`config.mk`:
```
export PLATFORM = sky130hd
export DESIGN_NAME = fault_sweep_ctrl
export DESIGN_NICKNAME = d
export VERILOG_FILES = /design/src/rtl/fault_pkg.sv /design/src/rtl/byte_diff_count.sv /design/src/rtl/fault_sweep_ctrl.sv
export SDC_FILE = /design/constraint.sdc
export NUM_CORES = 1
export LEC_CHECK = 0
export CAP_MARGIN = 10
export CORE_MARGIN = 5
export CORE_UTILIZATION = 50
export DETAILED_ROUTE_END_ITERATION = 10
export GPL_TIMING_DRIVEN = 0
export PLACE_DENSITY = 0.79
export SKIP_CTS_REPAIR_TIMING = 1
export SYNTH_ARGS = -nofsm -noshare
export SYNTH_HDL_FRONTEND = slang
export SYNTH_SLANG_ARGS = --single-unit
```
`constraint.sdc`:
```
create_clock -name clk -period 14.4 [get_ports clk]
set_input_delay 4.32 -clock clk [delete_from_list [all_inputs] [get_ports clk]]
set_output_delay 4.32 -clock clk [all_outputs]
set_load 0.1 [all_outputs]
```
`src/rtl/fault_pkg.sv`:
```
// Shared types and constants for the fault-injection sweep controller.
// The result record bundles everything the consumer needs for one injected bit.
package fault_pkg;

    localparam int AES_LATENCY = 21;
    localparam int CT_W        = 128;
    localparam int BIT_W       = 7;
    localparam int NBYTES      = CT_W / 8;
    localparam int NB_W        = 5;

    typedef enum logic [2:0] {
        ST_IDLE,
        ST_GOLDEN,
        ST_INJECT,
        ST_WAIT,
        ST_EMIT,
        ST_DONE
    } state_e;

    typedef struct packed {
        logic [BIT_W-1:0] bit_idx;
        logic [CT_W-1:0]  ct;
        logic [CT_W-1:0]  diff;
        logic [NB_W-1:0]  nbytes;
    } result_t;

endpackage

```
`src/rtl/byte_diff_count.sv`:
```
// Counts the bytes of a difference vector that carry at least one set bit.
// Purely combinational; the caller registers the result.
module byte_diff_count
    import fault_pkg::*;
(
    input  logic [CT_W-1:0] diff,
    output logic [NB_W-1:0] nbytes
);

    logic [NBYTES-1:0] byte_nz;

    generate
        for (genvar gi = 0; gi < NBYTES; gi++) begin : g_byte
            assign byte_nz[gi] = |diff[8*gi +: 8];
        end
    endgenerate

    always_comb begin
        nbytes = '0;
        for (int i = 0; i < NBYTES; i++) begin
            nbytes = nbytes + NB_W'(byte_nz[i]);
        end
    end

endmodule

```
`src/rtl/fault_sweep_ctrl.sv`:
```
// Fault campaign controller: captures a golden ciphertext, then injects one bit
// flip at a time into the core and streams out one diff record per bit.
module fault_sweep_ctrl
    import fault_pkg::*;
#(
    parameter int LATENCY = AES_LATENCY
)
(
    input  logic             clk,
    input  logic             rst_n,
    input  logic             start,
    input  logic [BIT_W-1:0] bit_lo,
    input  logic [BIT_W-1:0] bit_hi,
    output logic             fault_en,
    output logic [BIT_W-1:0] fault_bit,
    input  logic [CT_W-1:0]  ciphertext,
    output logic             res_valid,
    input  logic             res_ready,
    output logic [BIT_W-1:0] res_bit,
    output logic [CT_W-1:0]  res_ct,
    output logic [CT_W-1:0]  res_diff,
    output logic [NB_W-1:0]  res_nbytes,
    output logic             busy,
    output logic             done
);

    localparam int CNT_W = $clog2(LATENCY + 2);

    state_e           state_q, state_d;
    logic [CNT_W-1:0] cnt_q, cnt_d;
    logic [BIT_W-1:0] cur_q, cur_d;
    logic [BIT_W-1:0] hi_q, hi_d;
    logic [CT_W-1:0]  golden_q, golden_d;
    result_t          res_q, res_d;
    logic             fault_en_q, fault_en_d;
    logic [BIT_W-1:0] fault_bit_q, fault_bit_d;
    logic             res_valid_q, res_valid_d;
    logic             busy_q, busy_d;
    logic             done_q, done_d;
    logic             empty_range;

    logic [CT_W-1:0]  diff_now;
    logic [NB_W-1:0]  nbytes_now;

    assign diff_now = ciphertext ^ golden_q;

    byte_diff_count u_byte_diff_count (
        .diff   (diff_now),
        .nbytes (nbytes_now)
    );

    always_comb begin
        state_d     = state_q;
        cnt_d       = cnt_q;
        cur_d       = cur_q;
        hi_d        = hi_q;
        golden_d    = golden_q;
        res_d       = res_q;
        empty_range = 1'b0;

        case (state_q)
            ST_IDLE: begin
                if (start) begin
                    if (bit_lo <= bit_hi) begin
                        hi_d    = bit_hi;
                        cur_d   = bit_lo;
                        cnt_d   = '0;
                        state_d = ST_GOLDEN;
                    end else begin
                        empty_range = 1'b1;
                    end
                end
            end
            // LATENCY+1 quiet cycles flush any fault still travelling through the core
            ST_GOLDEN: begin
                if (cnt_q == CNT_W'(LATENCY)) begin
                    golden_d = ciphertext;
                    state_d  = ST_INJECT;
                end else begin
                    cnt_d = cnt_q + CNT_W'(1);
                end
            end
            ST_INJECT: begin
                cnt_d   = '0;
                state_d = ST_WAIT;
            end
            // The core sampled fault_en on the edge that entered WAIT; its result
            // is on ciphertext at the LATENCY-th edge after that.
            ST_WAIT: begin
                if (cnt_q == CNT_W'(LATENCY - 1)) begin
                    res_d.bit_idx = cur_q;
                    res_d.ct      = ciphertext;
                    res_d.diff    = diff_now;
                    res_d.nbytes  = nbytes_now;
                    state_d       = ST_EMIT;
                end else begin
                    cnt_d = cnt_q + CNT_W'(1);
                end
            end
            ST_EMIT: begin
                if (res_valid_q && res_ready) begin
                    if (cur_q == hi_q) begin
                        state_d = ST_DONE;
                    end else begin
                        cur_d   = cur_q + BIT_W'(1);
                        state_d = ST_INJECT;
                    end
                end
            end
            ST_DONE: begin
                state_d = ST_IDLE;
            end
            default: begin
                state_d = ST_IDLE;
            end
        endcase

        fault_en_d  = (state_d == ST_INJECT);
        fault_bit_d = (state_d == ST_INJECT) ? cur_d : fault_bit_q;
        res_valid_d = (state_d == ST_EMIT);
        busy_d      = (state_d != ST_IDLE);
        done_d      = (state_d == ST_DONE) || empty_range;
    end

    always_ff @(posedge clk or negedge rst_n) begin
        if (!rst_n) begin
            state_q     <= ST_IDLE;
            cnt_q       <= '0;
            cur_q       <= '0;
            hi_q        <= '0;
            golden_q    <= '0;
            res_q       <= '0;
            fault_en_q  <= 1'b0;
            fault_bit_q <= '0;
            res_valid_q <= 1'b0;
            busy_q      <= 1'b0;
            done_q      <= 1'b0;
        end else begin
            state_q     <= state_d;
            cnt_q       <= cnt_d;
            cur_q       <= cur_d;
            hi_q        <= hi_d;
            golden_q    <= golden_d;
            res_q       <= res_d;
            fault_en_q  <= fault_en_d;
            fault_bit_q <= fault_bit_d;
            res_valid_q <= res_valid_d;
            busy_q      <= busy_d;
            done_q      <= done_d;
        end
    end

    assign fault_en   = fault_en_q;
    assign fault_bit  = fault_bit_q;
    assign res_valid  = res_valid_q;
    assign res_bit    = res_q.bit_idx;
    assign res_ct     = res_q.ct;
    assign res_diff   = res_q.diff;
    assign res_nbytes = res_q.nbytes;
    assign busy       = busy_q;
    assign done       = done_q;

endmodule

```
==> Word-level counts from Yosys, hierarchy flattened <==
Cells that the tools add are included.
{ "word_totals": {"inputBits": 146, "word_cells": 92, "reg_bits": 429, "out_inout_bits": 279} }
{ "op_classes": {"order_cmp": 1, "bitwise": 1, "n_addsub": 17, "mux": 20, "eq_ne": 14, "n_reduce_logical": 25} }
{ "op_table": {"columns": ["cell", "count"], "rows": [
  ["8-bit OR reduction", 16],
  ["128-bit bitwise XOR", 1],
  ["5-bit by 1-bit adder with 5-bit output", 14],
  ["7-bit 2-to-1 mux", 4],
  ["5-bit 2-to-1 mux", 4],
  ["5-bit one-hot mux with 4 select lines", 1],
  ["3-bit 2-to-1 mux", 6],
  ["3-bit one-hot mux with 5 select lines", 1],
  ["7-bit one-hot mux with 2 select lines", 1],
  ["5-bit == test (second input constant)", 2],
  ["3-bit by 2-bit == test with 1-bit output (second input constant)", 3],
  ["3-bit == test (second input constant)", 3],
  ["2-bit inequality test (second input constant)", 4],
  ["7-bit by 1-bit adder with 7-bit output (second input constant)", 1],
  ["7-bit == test", 1],
  ["7-bit less-or-equal comparator", 1],
  ["5-bit by 1-bit adder with 5-bit output (second input constant)", 1],
  ["5-bit AND reduction", 1],
  ["2-bit AND reduction", 2],
  ["4-bit nonzero test", 1],
  ["3-bit by 1-bit == test with 1-bit output (second input constant)", 1],
  ["3-bit logical NOT", 1],
  ["1-bit 2-to-1 mux", 3],
  ["3-bit AND reduction", 1],
  ["other kinds (4)", 4]
]} }

==> Depth between registers and ports, before layout <==
Gate-level depths: netlist of run 1.
{ "logic_depth": {"ltp_word": 17, "mapped_depth": 15, "mapped_depth_nobuf": 15} }

==> Hierarchy <==
From an unflattened synthesis of run 1, not the netlist that was laid out.
{ "hier_totals": {"cells_unflattened": 1816, "area_unflattened_um2": 18426.4} }
{ "modules_own_cells": {"columns": ["module", "n_inst", "cells_per_inst", "seq_area_each_um2", "area_each_um2"], "rows": [
  ["fault_sweep_ctrl", 1, 1735, 10735.3, 17802.1],
  ["byte_diff_count", 1, 81, 0.0, 624.3]
]} }

==> Worst setup path after synthesis of run 1 <==
Ideal clock, no wire load.
{ "synth_timing": {"kind": "input -> register", "from": "input ciphertext[6]", "to": "register res_q (netlist bit res_nbytes[4])", "cell_stages": 15, "setup_ns": 0.129, "arrival_time_ns": 8.444, "slack_ns": 5.828, "n_path_buf": 0, "required_time_ns": 14.271, "cell_sequence": "xor2_1 -> nor4_1 -> nand4_1 -> ha_1 -> fa_1 -> fa_1 -> fa_1 -> inv_1 -> fa_1 -> inv_1 -> fa_1 -> fa_1 -> a21o_1 -> nand2_1 -> o21ai_0"} }
{ "synth_via": {"elab_chain_cells": 17} }
{ "synth_rtl": {"columns": ["element", "line", "source"], "rows": [
  ["from (decl)", "fault_sweep_ctrl.sv:16", "input logic [CT_W-1:0] ciphertext,"],
  ["128-bit bitwise XOR", "fault_sweep_ctrl.sv:45", "assign diff_now = ciphertext ^ golden_q;"],
  ["8-bit OR reduction", "byte_diff_count.sv:14", "assign byte_nz[gi] = |diff[8*gi +: 8];"],
  ["1-bit by 1-bit adder with 2-bit output", "byte_diff_count.sv:21", "nbytes = nbytes + NB_W'(byte_nz[i]);"],
  ["5-bit by 1-bit adder with 5-bit output (14 in series)", "byte_diff_count.sv:21", null],
  ["to (signal assigned)", "fault_sweep_ctrl.sv:144", "res_q <= res_d;"],
  ["to (decl)", "fault_sweep_ctrl.sv:34", "result_t res_q, res_d;"]
]} }
No other way between the ends.
A chain may end at the register's enable or synchronous reset.

==> Worst setup path in the final report of run 1 <==
{ "layout_timing": {"from": "input ciphertext[11]", "to": "register res_q (netlist bit res_nbytes[4])"} }
The elaborated chain is that of the path after synthesis.

==> summary.txt, run 1 <==
STA
  • Final min period: 8.873 ns
  • Slew HR: a little over a quarter
  • Max Freq: about 0.11 GHz
  • Setup violators final: 0
  • Skew final: roughly 0.016 ns
  • Worst-Margin Slew: ~1.1 ns
  • Hold Fails Final Rpt: 0
  • RSZ-0062 raised after global routing: false
  • Slew Viols, Final: 0
  • Period utilization: about 60%
  • Final WS setup: between 5 and 6 ns

Floorplanning
  • Core Rows: 69
  • Core ar.: 0.03574 sq mm
  • Die height: between 200 and 250 um
  • Die Width: 200.6 um
  • Initial Utilization: 50.82%
  • Die ar.: 0.04024 sq mm
  • # IOs: around 430

Clocking
  • Clk sinks: between 400 and 500
  • H-tree Lvls: 2
  • Worst-case clock buffer depth: 3
  • CTS Buf Count: 46
  • Latest clock arrival within the worst-skew pair: around 0.57 ns
  • Root buffer cell: clkbuf_16
  • Worst-path clk slew: approximately 0.060 ns
  • CTS tree: built

Logic synthesis
  • Synth Register Bits: 429
  • Async set-or-reset flop fraction in the synthesized netlist: 100.0%
  • Mean Syn Cell Area: approximately 13 sq um
  • Top-area cell type share of the netlist area: between 50% and 60%
  • Synth area leaders: dfrtp_1 59%, mux2_2 19%, xnor2_1 4.2%
  • Yosys warnings: 0
  • Register area share after synthesis: between 50% and 60%
  • Syn Std Cell Area: 0.01816 sq mm
  • Top FF cell, synth: dfrtp_1
  • Cells after Synth: about 1300
  • Mapped Nets: ~1500
  • Area leader, netlist: dfrtp_1
  • Number of synthesized flops with an enable pin: 0
  • Yosys cell types: 50

Setup path
  • CP bufs+invs: 3
  • Setup crit end: res_nbytes[4]
  • R2r endpoint: res_nbytes[4]
  • Crit-path max cell delay: around 0.55 ns
  • Data arrival time of the critical path: 9.31 ns
  • Cells along the critical path: clkdlybuf4s50_1 -> xor2_1 -> nor4_1 -> nand4_1 -> ha_1 -> fa_1 -> fa_1 -> fa_1 -> inv_1 -> fa_1 -> inv_1 -> fa_1 -> fa_1 -> a21o_1 -> nand2_1 -> o21ai_0
  • Required time worst endpoint: between 10 and 15 ns
  • WS Path Type: input port to flop
  • CP startpoint: ciphertext[11]
  • FF-to-FF path depth: 15
  • Flop2flop setup slack: approximately 9.4 ns
  • Critical path fanouts, max: 3
  • Slowest CP cell: fa_1
  • Most used cell, CP: fa_1
  • CP Launch Type: input port
  • RR Startpoint: golden_q[11]
  • Largest delay share family, worst path: adder cells
  • Worst setup EP type: flop
  • Critical path depth: 16

Place
  • Pre-CTS WS: ~5.0 ns
  • PortBufs: 424
  • Dpl cells: between 2000 and 2500
  • Final HPWL DP: around 37 mm
  • Placer congestion estimate: 0.8789

Pwr
  • Pwr Density: about 150 mW/mm^2
  • VDD IR-drop max: 0.1288 mV
  • Pleak: 11.07 nW

Layout
  • Final cell count without fillers: approximately 2300
  • Nets: 1993
  • Commonest non-fill, non-tap cell in the layout: dfrtp_1
  • Multi-input logic area: about 0.0070 sq mm
  • Fill count: roughly 2500
  • Most frequent cells in the layout: 429 x dfrtp_1, 423 x clkdlybuf4s50_1, 307 x mux2_2, 114 x nand2_1, 105 x o21ai_0
  • Layout cell share with drive strength beyond 1: 23.87%
  • Register area: approximately 0.011 sq mm
  • Area growth syn-to-layout: 35.75%

Routing
  • Mean number of vias per cell: 5.335
  • DRT Pass-1 Iters: 5
  • DRT iter0 DRCs: 435
  • DR vias: ~12000
  • Detail Route Antenna Nets: 0
  • Post-route DRC violation count: 0
  • Post-Route WL: roughly 49 mm
  • DR WL/cell: 21.27 um

Min path
  • Hold WC Path Type: flop to flop
  • WHS Path Cells: 2

Global route
  • Initial antenna violation count: 5
  • Global-route wire length before repair: around 78 mm
  • Largest net degree at the start of global routing: between 100 and 150
  • GRT Util Overall: between 20% and 30%
  • Vias in the first global route: 13570
  • Gr ovfl total: 0

Flow run
  • Max Cap Viol: 0

Run status
  • Outcome: finished, final reports clean
[sequential cells by signal, summed over array words and instances, names as in the netlist]
register / flops
golden_q: 128
res_ct: 128
res_diff: 128
cur_q: 7
fault_bit: 7
hi_q: 7
res_bit: 7
cnt_q: 5
res_nbytes: 5
state_q: 3
busy: 1
done: 1
fault_en: 1
res_valid: 1
[per-stage QoR]
step	hold WS (ns)	instance area [sq um]	power (mW)	utilization (%)	setup TNS (ns)
CTS	0.4825	24650	3.737	68.96	0
global placement	0.4601	22990	2.466	64.31	-4033.28
global route	0.4988	24660	3.873	68.98	0
floorplan	0.4665	18160	2.202	-	0
detailed placement	0.4690	23070	2.495	64.56	0
finish	0.4739	24660	3.705	68.99	0
[cells by family after synthesis]
family | Yosys count | share of synthesized area, %
xor gates and xnor gates | 137 | 6.606
AOI/OAI and AO/OA | 141 | 4.422
DFF | 429 | 59.10
muxes | 319 | 19.78
adders and majority gates | 26 | 2.204
buffers and inverters | 83 | 2.542
and+or+nand+nor | 211 | 5.345
[worst reg2reg max path, stage by stage, from the launching register on]
cell and delay [ns]:
dfrtp_1 0.40, xor2_1 0.19, nor4_1 0.35, nand4_1 0.17, ha_1 0.33, fa_1 0.52
fa_1 0.52, fa_1 0.55, inv_1 0.05, fa_1 0.53, inv_1 0.06, fa_1 0.46
fa_1 0.43, a21o_1 0.19, nand2_1 0.05, o21ai_0 0.06
[worst min path at each step]
stage | startpoint | to | slack, ns
after floorplan | hi_q[0] | hi_q[0] | 0.47
after global placement | res_diff[10] | res_diff[10] | 0.46
after detailed placement | res_diff[10] | res_diff[10] | 0.47
after CTS | res_diff[99] | res_diff[99] | 0.48
after global routing | res_diff[87] | res_diff[87] | 0.50
final | res_diff[10] | res_diff[10] | 0.47
[final cells by class]
| class | count | area share [%] |
|---|---|---|
| well taps | 461 | 2.339 |
| flip-flops and latches | 429 | 43.54 |
| clock inverters | 13 | 0.7916 |
| inverters | 21 | 0.3197 |
| multi-input cells | 834 | 28.26 |
| repair buffers | 427 | 17.57 |
| clock buffers | 66 | 5.597 |
| diodes | 4 | 0.04059 |
| plain buffers | 62 | 1.553 |
[cells in the mapped netlist, types with 3 or more instances]
cell type	instances
nand4_1	27
mux2_1	9
nand3_1	8
dfrtp_1	429
a31oi_1	3
nand3b_1	3
ha_1	16
a21o_1	4
a21oi_1	7
nor2_1	27
fa_1	10
xnor2_1	88
buf_6	14
xor2_1	49
o31ai_1	5
buf_2	31
nand2b_1	3
clkbuf_1	14
nand2_1	114
nor4_1	10
or2_2	5
inv_1	21
nor2b_1	3
mux2_2	307
o21ai_0	105
[metal layers]
metal | global-route usage [%] | part of all wire, % | wire length, um
met5 | 0 | 0.018 | 9
met3 | 8.045 | 7.5 | 3674
met4 | 7.940 | 2.9 | 1443
met1 | 28.98 | 39 | 19430
met2 | 42.11 | 50 | 24730
[power by group]
part / total (mW) / leakage [nW] / switching (mW) / internal, mW
combinational: 0.954 / 5.21 / 0.594 / 0.360
sequential: 1.53 / 5.09 / 0.132 / 1.39
clock: 1.23 / 0.772 / 0.475 / 0.752
total: 3.71 / 11.1 / 1.20 / 2.50
(Power assumes the default switching activity.)
==> run 2: changes to the inputs <==
Settings changed: CORE_UTILIZATION 50 to 45, PLACE_DENSITY 0.79 to 0.75.
Clock period 14.4 ns to 7.55 ns, I/O delays scaled along.
==> run 2 against run 1 <==
  * Utilization shrank 7.0 points
  * Worst setup slack lost 4.8 ns
  * Worst hold slack gained 0.0042 ns
  * Sequential power grew 90%
  * Sequential share of layout area shrank 0.068 points
  * Via count shrank 1.1%
  * Final area grew 0.16%
  * Cell count grew 2.8%
  * Non-clock buffer count is the same
  * Largest power group unchanged
  * Highest routed layer unchanged
==> summary.txt, run 2 (synthesized netlist as in run 1, its figures left out) <==
Pwr
  • Clock Power Share: 32.5% (-0.6 points)
  • Gate power share: 25.9% (+0.2 points)
  • Pint: 4.712 mW (+88%)
  • Seq pwr share: 41.6% (+0.4 points)
  • Switch share: 32.46% (+0.060 points)
  • Pleak: 11.06 nW (-0.13%)
  • Switching pwr: 2.265 mW (+89%)
  • VDD IR-drop max: 0.2237 mV (+74%)
  • Pwr Density: 282.5 mW/mm^2 (+88%)

STA
  • Final min period: approximately 6.8 ns
  • Setup violators final: 0 (unchanged)
  • Hold Fails Final Rpt: 0 (unchanged)
  • Max Freq: around 0.15 GHz
  • Sum Neg Setup Slack: 0 ns (unchanged)
  • Skew final: 0.009147 ns (-0.006451 ns)
  • Slew HR: 28.64% (+1.6 points)
  • Period utilization: around 91%
  • Slew Viols, Final: 0 (unchanged)
  • Worst-Margin Slew: 1.067 ns (-0.02445 ns)
  • RSZ-0062 raised after global routing: false

Flow run
  • Max Cap Viol: 0 (unchanged)

Routing
  • DRT Pass-1 Iters: 5 (unchanged)
  • Post-route DRC violation count: 0 (unchanged)
  • Mean number of vias per cell: 5.135 (-3.7%)
  • DR vias: 12230 (-1.1%)
  • Detail Route Antenna Nets: 0 (unchanged)
  • DR WL/cell: 20.45 um (-3.9%)
  • DRT iter0 DRCs: 476 (+9.4%)
  • Post-Route WL: 48.69 mm (-1.2%)

Clocking
  • Worst-path clk slew: 0.06 ns (about the same)
  • Worst-case clock buffer depth: 3 (unchanged)
  • Latest clock arrival within the worst-skew pair: 0.56 ns (about the same)
  • CTS Buf Count: 45 (-2.2%)
  • Clk sinks: 429 (unchanged)
  • H-tree Lvls: 2 (unchanged)
  • CTS tree: built
  • Root buffer cell: clkbuf_16

Layout
  • Util after Layout: 62.02% (-7.0 points)
  • Register area: 0.01074 sq mm (unchanged)
  • Multi-input logic area: 0.006968 sq mm (unchanged)
  • Fill count: 3097 (+23%)
  • Area growth syn-to-layout: 35.96%
  • Commonest non-fill, non-tap cell in the layout: dfrtp_1
  • Layout cell share with drive strength beyond 1: 23.94% (+0.069 points)
  • Most frequent cells in the layout: 429 x dfrtp_1, 423 x clkdlybuf4s50_1, 307 x mux2_2, 114 x nand2_1, 105 x o21ai_0
  • Nets: 1992 (-0.050%)

Global route
  • Vias in the first global route: 13090 (-3.6%)
  • Initial antenna violation count: 2 (-3)
  • Largest net degree at the start of global routing: 122 (-3.9%)
  • Global-route wire length before repair: 75.73 mm (-2.5%)
  • Gr ovfl total: 0 (unchanged)
  • GRT Util Overall: 21.72% (-2.7 points)

Floorplanning
  • Core Rows: 73 (+5.8%)
  • Initial Utilization: 45.61% (-5.2 points)
  • Die height: 210.9 um (+5.1%)
  • Core ar.: 0.03982 sq mm (+11%)
  • # IOs: 425 (unchanged)
  • Die ar.: 0.04449 sq mm (+11%)
  • Die Width: 210.9 um (+5.1%)

Setup path
  • CP Launch Type: input port
  • Largest delay share family, worst path: adder cells
  • Most used cell, CP: fa_1
  • Worst setup EP type: flop
  • Data arrival time of the critical path: 7.27 ns (-2.04 ns)
  • Cells along the critical path: clkdlybuf4s50_1 -> xor2_1 -> nor4_1 -> nand4_1 -> ha_1 -> fa_1 -> fa_1 -> fa_1 -> inv_1 -> fa_1 -> inv_1 -> fa_1 -> fa_1 -> a21o_1 -> nand2_1 -> o21ai_0
  • Crit-path max cell delay: 0.55 ns (about the same)
  • Critical path fanouts, max: 3 (unchanged)
  • CP bufs+invs: 3 (unchanged)
  • Slowest CP cell: fa_1
  • WS Path Type: input port to flop
  • Required time worst endpoint: 7.97 ns (-6.86 ns)

Min path
  • Hold WC Path Type: flop to flop

Place
  • PortBufs: 424 (unchanged)
  • Placer congestion estimate: 0.9134 (+3.9%)
  • Final HPWL DP: 37.08 mm (+1.2%)

Run status
  • Outcome: finished, final reports clean
run 2: changes by cell type in the layout (fill, tap and decap cells not counted), sizes merged:
cell	previous run	this run
bufinv	5	3
clkbuf	82	85
diode	4	1
inv	21	23
run 2: worst paths after layout:
kind                                    start       endpoint  slack [ns]  cells after the start
worst max-delay path            ciphertext[6]  res_nbytes[4]        0.70                     16
worst min register to register   res_diff[42]   res_diff[42]        0.48                      2
worst max register to register    golden_q[6]  res_nbytes[4]        2.52                     15
max in group asynchronous               rst_n       cur_q[3]        4.34                      3
min in group asynchronous               rst_n     res_ct[48]        1.71                      1
worst min-delay path             res_diff[42]   res_diff[42]        0.48                      2
run 2: stage by stage:
step	power [mW]	std cells	hold WS (ns)	area, sq um	setup slack, ns
finish	6.977	2381	0.4781	24700	0.7050
global route	7.307	2381	0.5104	24700	0.4076
floorplan	4.200	1346	0.4665	18160	1.033
CTS	7.050	2380	0.4830	24690	0.6962
global placement	4.707	2295	0.4623	23070	-14.24
detailed placement	4.759	2298	0.4693	23150	0.1107
run 2: cell type report:
type                            count  area share (%)
Antenna cell                        1         0.01013
Buffer                             62           1.550
Clock buffer                       69           5.623
Clock inverter                     13          0.6181
Inverter                           21          0.3192
Multi-Input combinational cell    834           28.21
Sequential cell                   429           43.47
Tap cell                          525           2.660
Timing Repair Buffer              427           17.54
run 2: layer usage:
metal,vias up,global-route usage (%),routed length [um]
li1,5624,-,-
met3,74,5.154,3178
met5,-,0,14
met4,2,6.953,1375
met2,356,37.47,24420
met1,6171,27.21,19700
run 2: worst reg2reg max path: stages, from the launching register on:
cell,delay (ns)
dfrtp_1,0.39
xor2_1,0.19
nor4_1,0.27
nand4_1,0.23
ha_1,0.39
fa_1,0.52
fa_1,0.52
fa_1,0.55
inv_1,0.06
fa_1,0.54
inv_1,0.06
fa_1,0.46
fa_1,0.42
a21o_1,0.19
nand2_1,0.05
o21ai_0,0.06
run 2: power by group through the flow:
stage	clock network [mW]	logic, mW	registers, mW
global route	2.42	1.94	2.95
floorplan	0	0.745	3.46
finish	2.27	1.81	2.90
detailed placement	0	1.82	2.94
global placement	0	1.78	2.93
CTS	2.32	1.83	2.91
==> run 3: changes to the inputs <==
--- a/config.mk
+++ b/config.mk
@@ -10,2 +10,3 @@
 export CORE_UTILIZATION = 45
+export CTS_CLUSTER_DIAMETER = 50
 export DETAILED_ROUTE_END_ITERATION = 10
--- a/constraint.sdc
+++ b/constraint.sdc
@@ -3,2 +3,2 @@
 set_output_delay 2.265 -clock clk [all_outputs]
-set_load 0.1 [all_outputs]
+set_load 0.01 [all_outputs]
==> run 3 against run 2 <==
  * Final area up 0.43%
  * Critical path depth did not move
  * Critical path type unchanged
  * Non-clock buffer count did not move
  * Combinational power is 30% lower
  * Clock power increased by 5%
  * Worst setup slack better by 0.017 ns
  * Register-to-register slack hardly changed
  * Largest power group unchanged
  * Via count about the same
  * Worst hold slack worse by 0.0023 ns
==> summary.txt, run 3 (synthesized netlist as in run 1, its figures left out) <==
Floorplanning
  • Core Rows: 73 (unchanged)
  • Die Width: 210.9 um (unchanged)
  • # IOs: 425 (unchanged)
  • Core ar.: 0.03982 sq mm (unchanged)
  • Die ar.: 0.04449 sq mm (unchanged)
  • Initial Utilization: 45.61% (unchanged)
  • Die height: 210.9 um (unchanged)

Layout
  • Area growth syn-to-layout: 36.55%
  • Nets: 1994 (+0.10%)
  • Most frequent cells in the layout: 429 x dfrtp_1, 423 x clkdlybuf4s50_1, 307 x mux2_2, 114 x nand2_1, 105 x o21ai_0
  • Final instance area: 0.02480 sq mm (+0.43%)
  • Commonest non-fill, non-tap cell in the layout: dfrtp_1
  • Layout cell share with drive strength beyond 1: 24.15% (+0.22 points)
  • Final cell count without fillers: 2386 (+0.21%)

Flow run
  • Max Cap Viol: 0 (unchanged)

Routing
  • Detail Route Antenna Nets: 0 (unchanged)
  • DRT iter0 DRCs: 474 (-0.42%)
  • Mean number of vias per cell: 5.130 (-0.11%)
  • DRT Pass-1 Iters: 4 (-1)
  • DR WL/cell: 20.51 um (+0.32%)
  • DR vias: 12240 (+0.098%)
  • Post-route DRC violation count: 0 (unchanged)
  • Post-Route WL: 48.95 mm (+0.53%)

Global route
  • Largest net degree at the start of global routing: 122 (unchanged)
  • Gr ovfl total: 0 (unchanged)
  • GRT Util Overall: 21.87% (+0.14 points)
  • Global-route wire length before repair: 76.25 mm (+0.68%)
  • Vias in the first global route: 13050 (-0.35%)
  • Initial antenna violation count: 2 (unchanged)

STA
  • Worst-Margin Slew: 0.8033 ns (-0.2637 ns)
  • Max Freq: 0.1465 GHz (+0.25%)
  • Setup violators final: 0 (unchanged)
  • Final WS setup: 0.7223 ns (+0.01731 ns)
  • RSZ-0062 raised after global routing: false
  • Slew HR: 46.45% (+18 points)
  • Sum Neg Setup Slack: 0 ns (unchanged)
  • Period utilization: 90.43% (-0.23 points)
  • Skew final: 0.01778 ns (+0.008628 ns)
  • Worst hold slack: 0.4758 ns (-0.002268 ns)
  • Slew Viols, Final: 0 (unchanged)
  • Final min period: 6.828 ns (-0.01731 ns)
  • Hold Fails Final Rpt: 0 (unchanged)

Setup path
  • R2r endpoint: res_nbytes[4]
  • FF-to-FF path depth: 15 (unchanged)
  • CP Launch Type: input port
  • Flop2flop setup slack: 2.53 ns (about the same)
  • Worst setup EP type: flop
  • WS Path Type: input port to flop
  • Cells along the critical path: clkdlybuf4s50_1 -> xor2_1 -> nor4_1 -> nand4_1 -> ha_1 -> fa_1 -> fa_1 -> fa_1 -> inv_1 -> fa_1 -> inv_1 -> fa_1 -> fa_1 -> a21o_1 -> nand2_1 -> o21ai_0
  • Critical path fanouts, max: 3 (unchanged)
  • Critical path depth: 16 (unchanged)
  • Most used cell, CP: fa_1
  • RR Startpoint: golden_q[11]
  • Required time worst endpoint: 7.98 ns (about the same)
  • Slowest CP cell: fa_1
  • Crit-path max cell delay: 0.55 ns (about the same)
  • CP bufs+invs: 3 (unchanged)
  • Largest delay share family, worst path: adder cells
  • Data arrival time of the critical path: 7.26 ns (about the same)

Min path
  • Hold EP: res_diff[112]
  • WHS Path Cells: 2 (unchanged)
  • Hold WC Path Type: flop to flop
  • Hold_sp: res_diff[112]

Pwr
  • Switching pwr: 1.749 mW (-23%)
  • Gate power share: 19.3% (-6.6 points)
  • Switch share: 26.68% (-5.8 points)
  • Clock Power Share: 36.4% (+3.9 points)
  • Pleak: 11.11 nW (+0.42%)
  • Pwr Density: 264.4 mW/mm^2 (-6.4%)
  • Pint: 4.808 mW (+2.0%)
  • Seq pwr share: 44.3% (+2.7 points)
  • VDD IR-drop max: 0.2189 mV (-2.1%)

Clocking
  • Worst-case clock buffer depth: 3 (unchanged)
  • Root buffer cell: clkbuf_16
  • Clk sinks: 429 (unchanged)
  • Worst-path clk slew: 0.06 ns (about the same)
  • CTS tree: built
  • Latest clock arrival within the worst-skew pair: 0.56 ns (about the same)
  • CTS Buf Count: 47 (+4.4%)
  • H-tree Lvls: 2 (unchanged)

Place
  • Pre-CTS WS: 0.1107 ns (unchanged)
  • Final HPWL DP: 37.08 mm (unchanged)
  • Post-place instance area: 0.02315 sq mm (unchanged)
  • Placer congestion estimate: 0.9134 (unchanged)
  • Dpl cells: 2298 (unchanged)
  • PortBufs: 424 (unchanged)

Run status
  • Outcome: finished, final reports clean
run 3: stage by stage:
| step | utilization [%] | power, mW |
|---|---|---|
| after floorplan | - | 3.670 |
| after global placement | 57.92 | 4.168 |
| after detailed placement | 58.14 | 4.220 |
| after CTS | 62.27 | 6.630 |
| after global routing | 62.28 | 6.893 |
| final | 62.28 | 6.557 |
run 3: layout make-up:
type / count / area [sq um]
Multi-Input combinational cell: 834 / 6968
Antenna cell: 2 / 5.005
Fill cell: 3087 / 15020
Clock buffer: 71 / 1449
Timing Repair Buffer: 427 / 4332
Inverter: 21 / 78.83
Sequential cell: 429 / 10740
Clock inverter: 15 / 196.4
Tap cell: 525 / 656.9
Buffer: 62 / 382.9
run 3: worst max-delay path by stage:
stage | from | to | slack (ns)
after floorplan | ciphertext[6] | res_nbytes[4] | 1.03
after global placement | rst_n | fault_bit[4] | -14.24
after detailed placement | ciphertext[14] | res_nbytes[4] | 0.11
after CTS | ciphertext[14] | res_nbytes[4] | 0.70
after global routing | ciphertext[14] | res_nbytes[4] | 0.41
final | ciphertext[6] | res_nbytes[4] | 0.72
run 3: per-layer routing:
layer | vias to the layer above | share of wire [%] | track usage [%] | routed length [um]
met4 | 0 | 2.8 | 6.908 | 1390
met2 | 377 | 50 | 37.55 | 24550
met3 | 78 | 6.3 | 4.990 | 3075
met5 | - | 0 | 0 | 0
met1 | 6149 | 41 | 27.71 | 19930
li1 | 5635 | - | - | -
run 3: tightest hold or removal path, cell delays in order (launching register included):
cell and delay (ns):
dfrtp_1 0.34, nand2_1 0.05, o21ai_0 0.06
run 3: power by group through the flow:
stage / sequential (mW) / combinational [mW] / clock [mW]
after floorplan: 2.93 / 0.743 / 0
after global placement: 2.93 / 1.24 / 0
after detailed placement: 2.94 / 1.28 / 0
after CTS: 2.91 / 1.29 / 2.44
after global routing: 2.95 / 1.40 / 2.54
final: 2.90 / 1.27 / 2.39
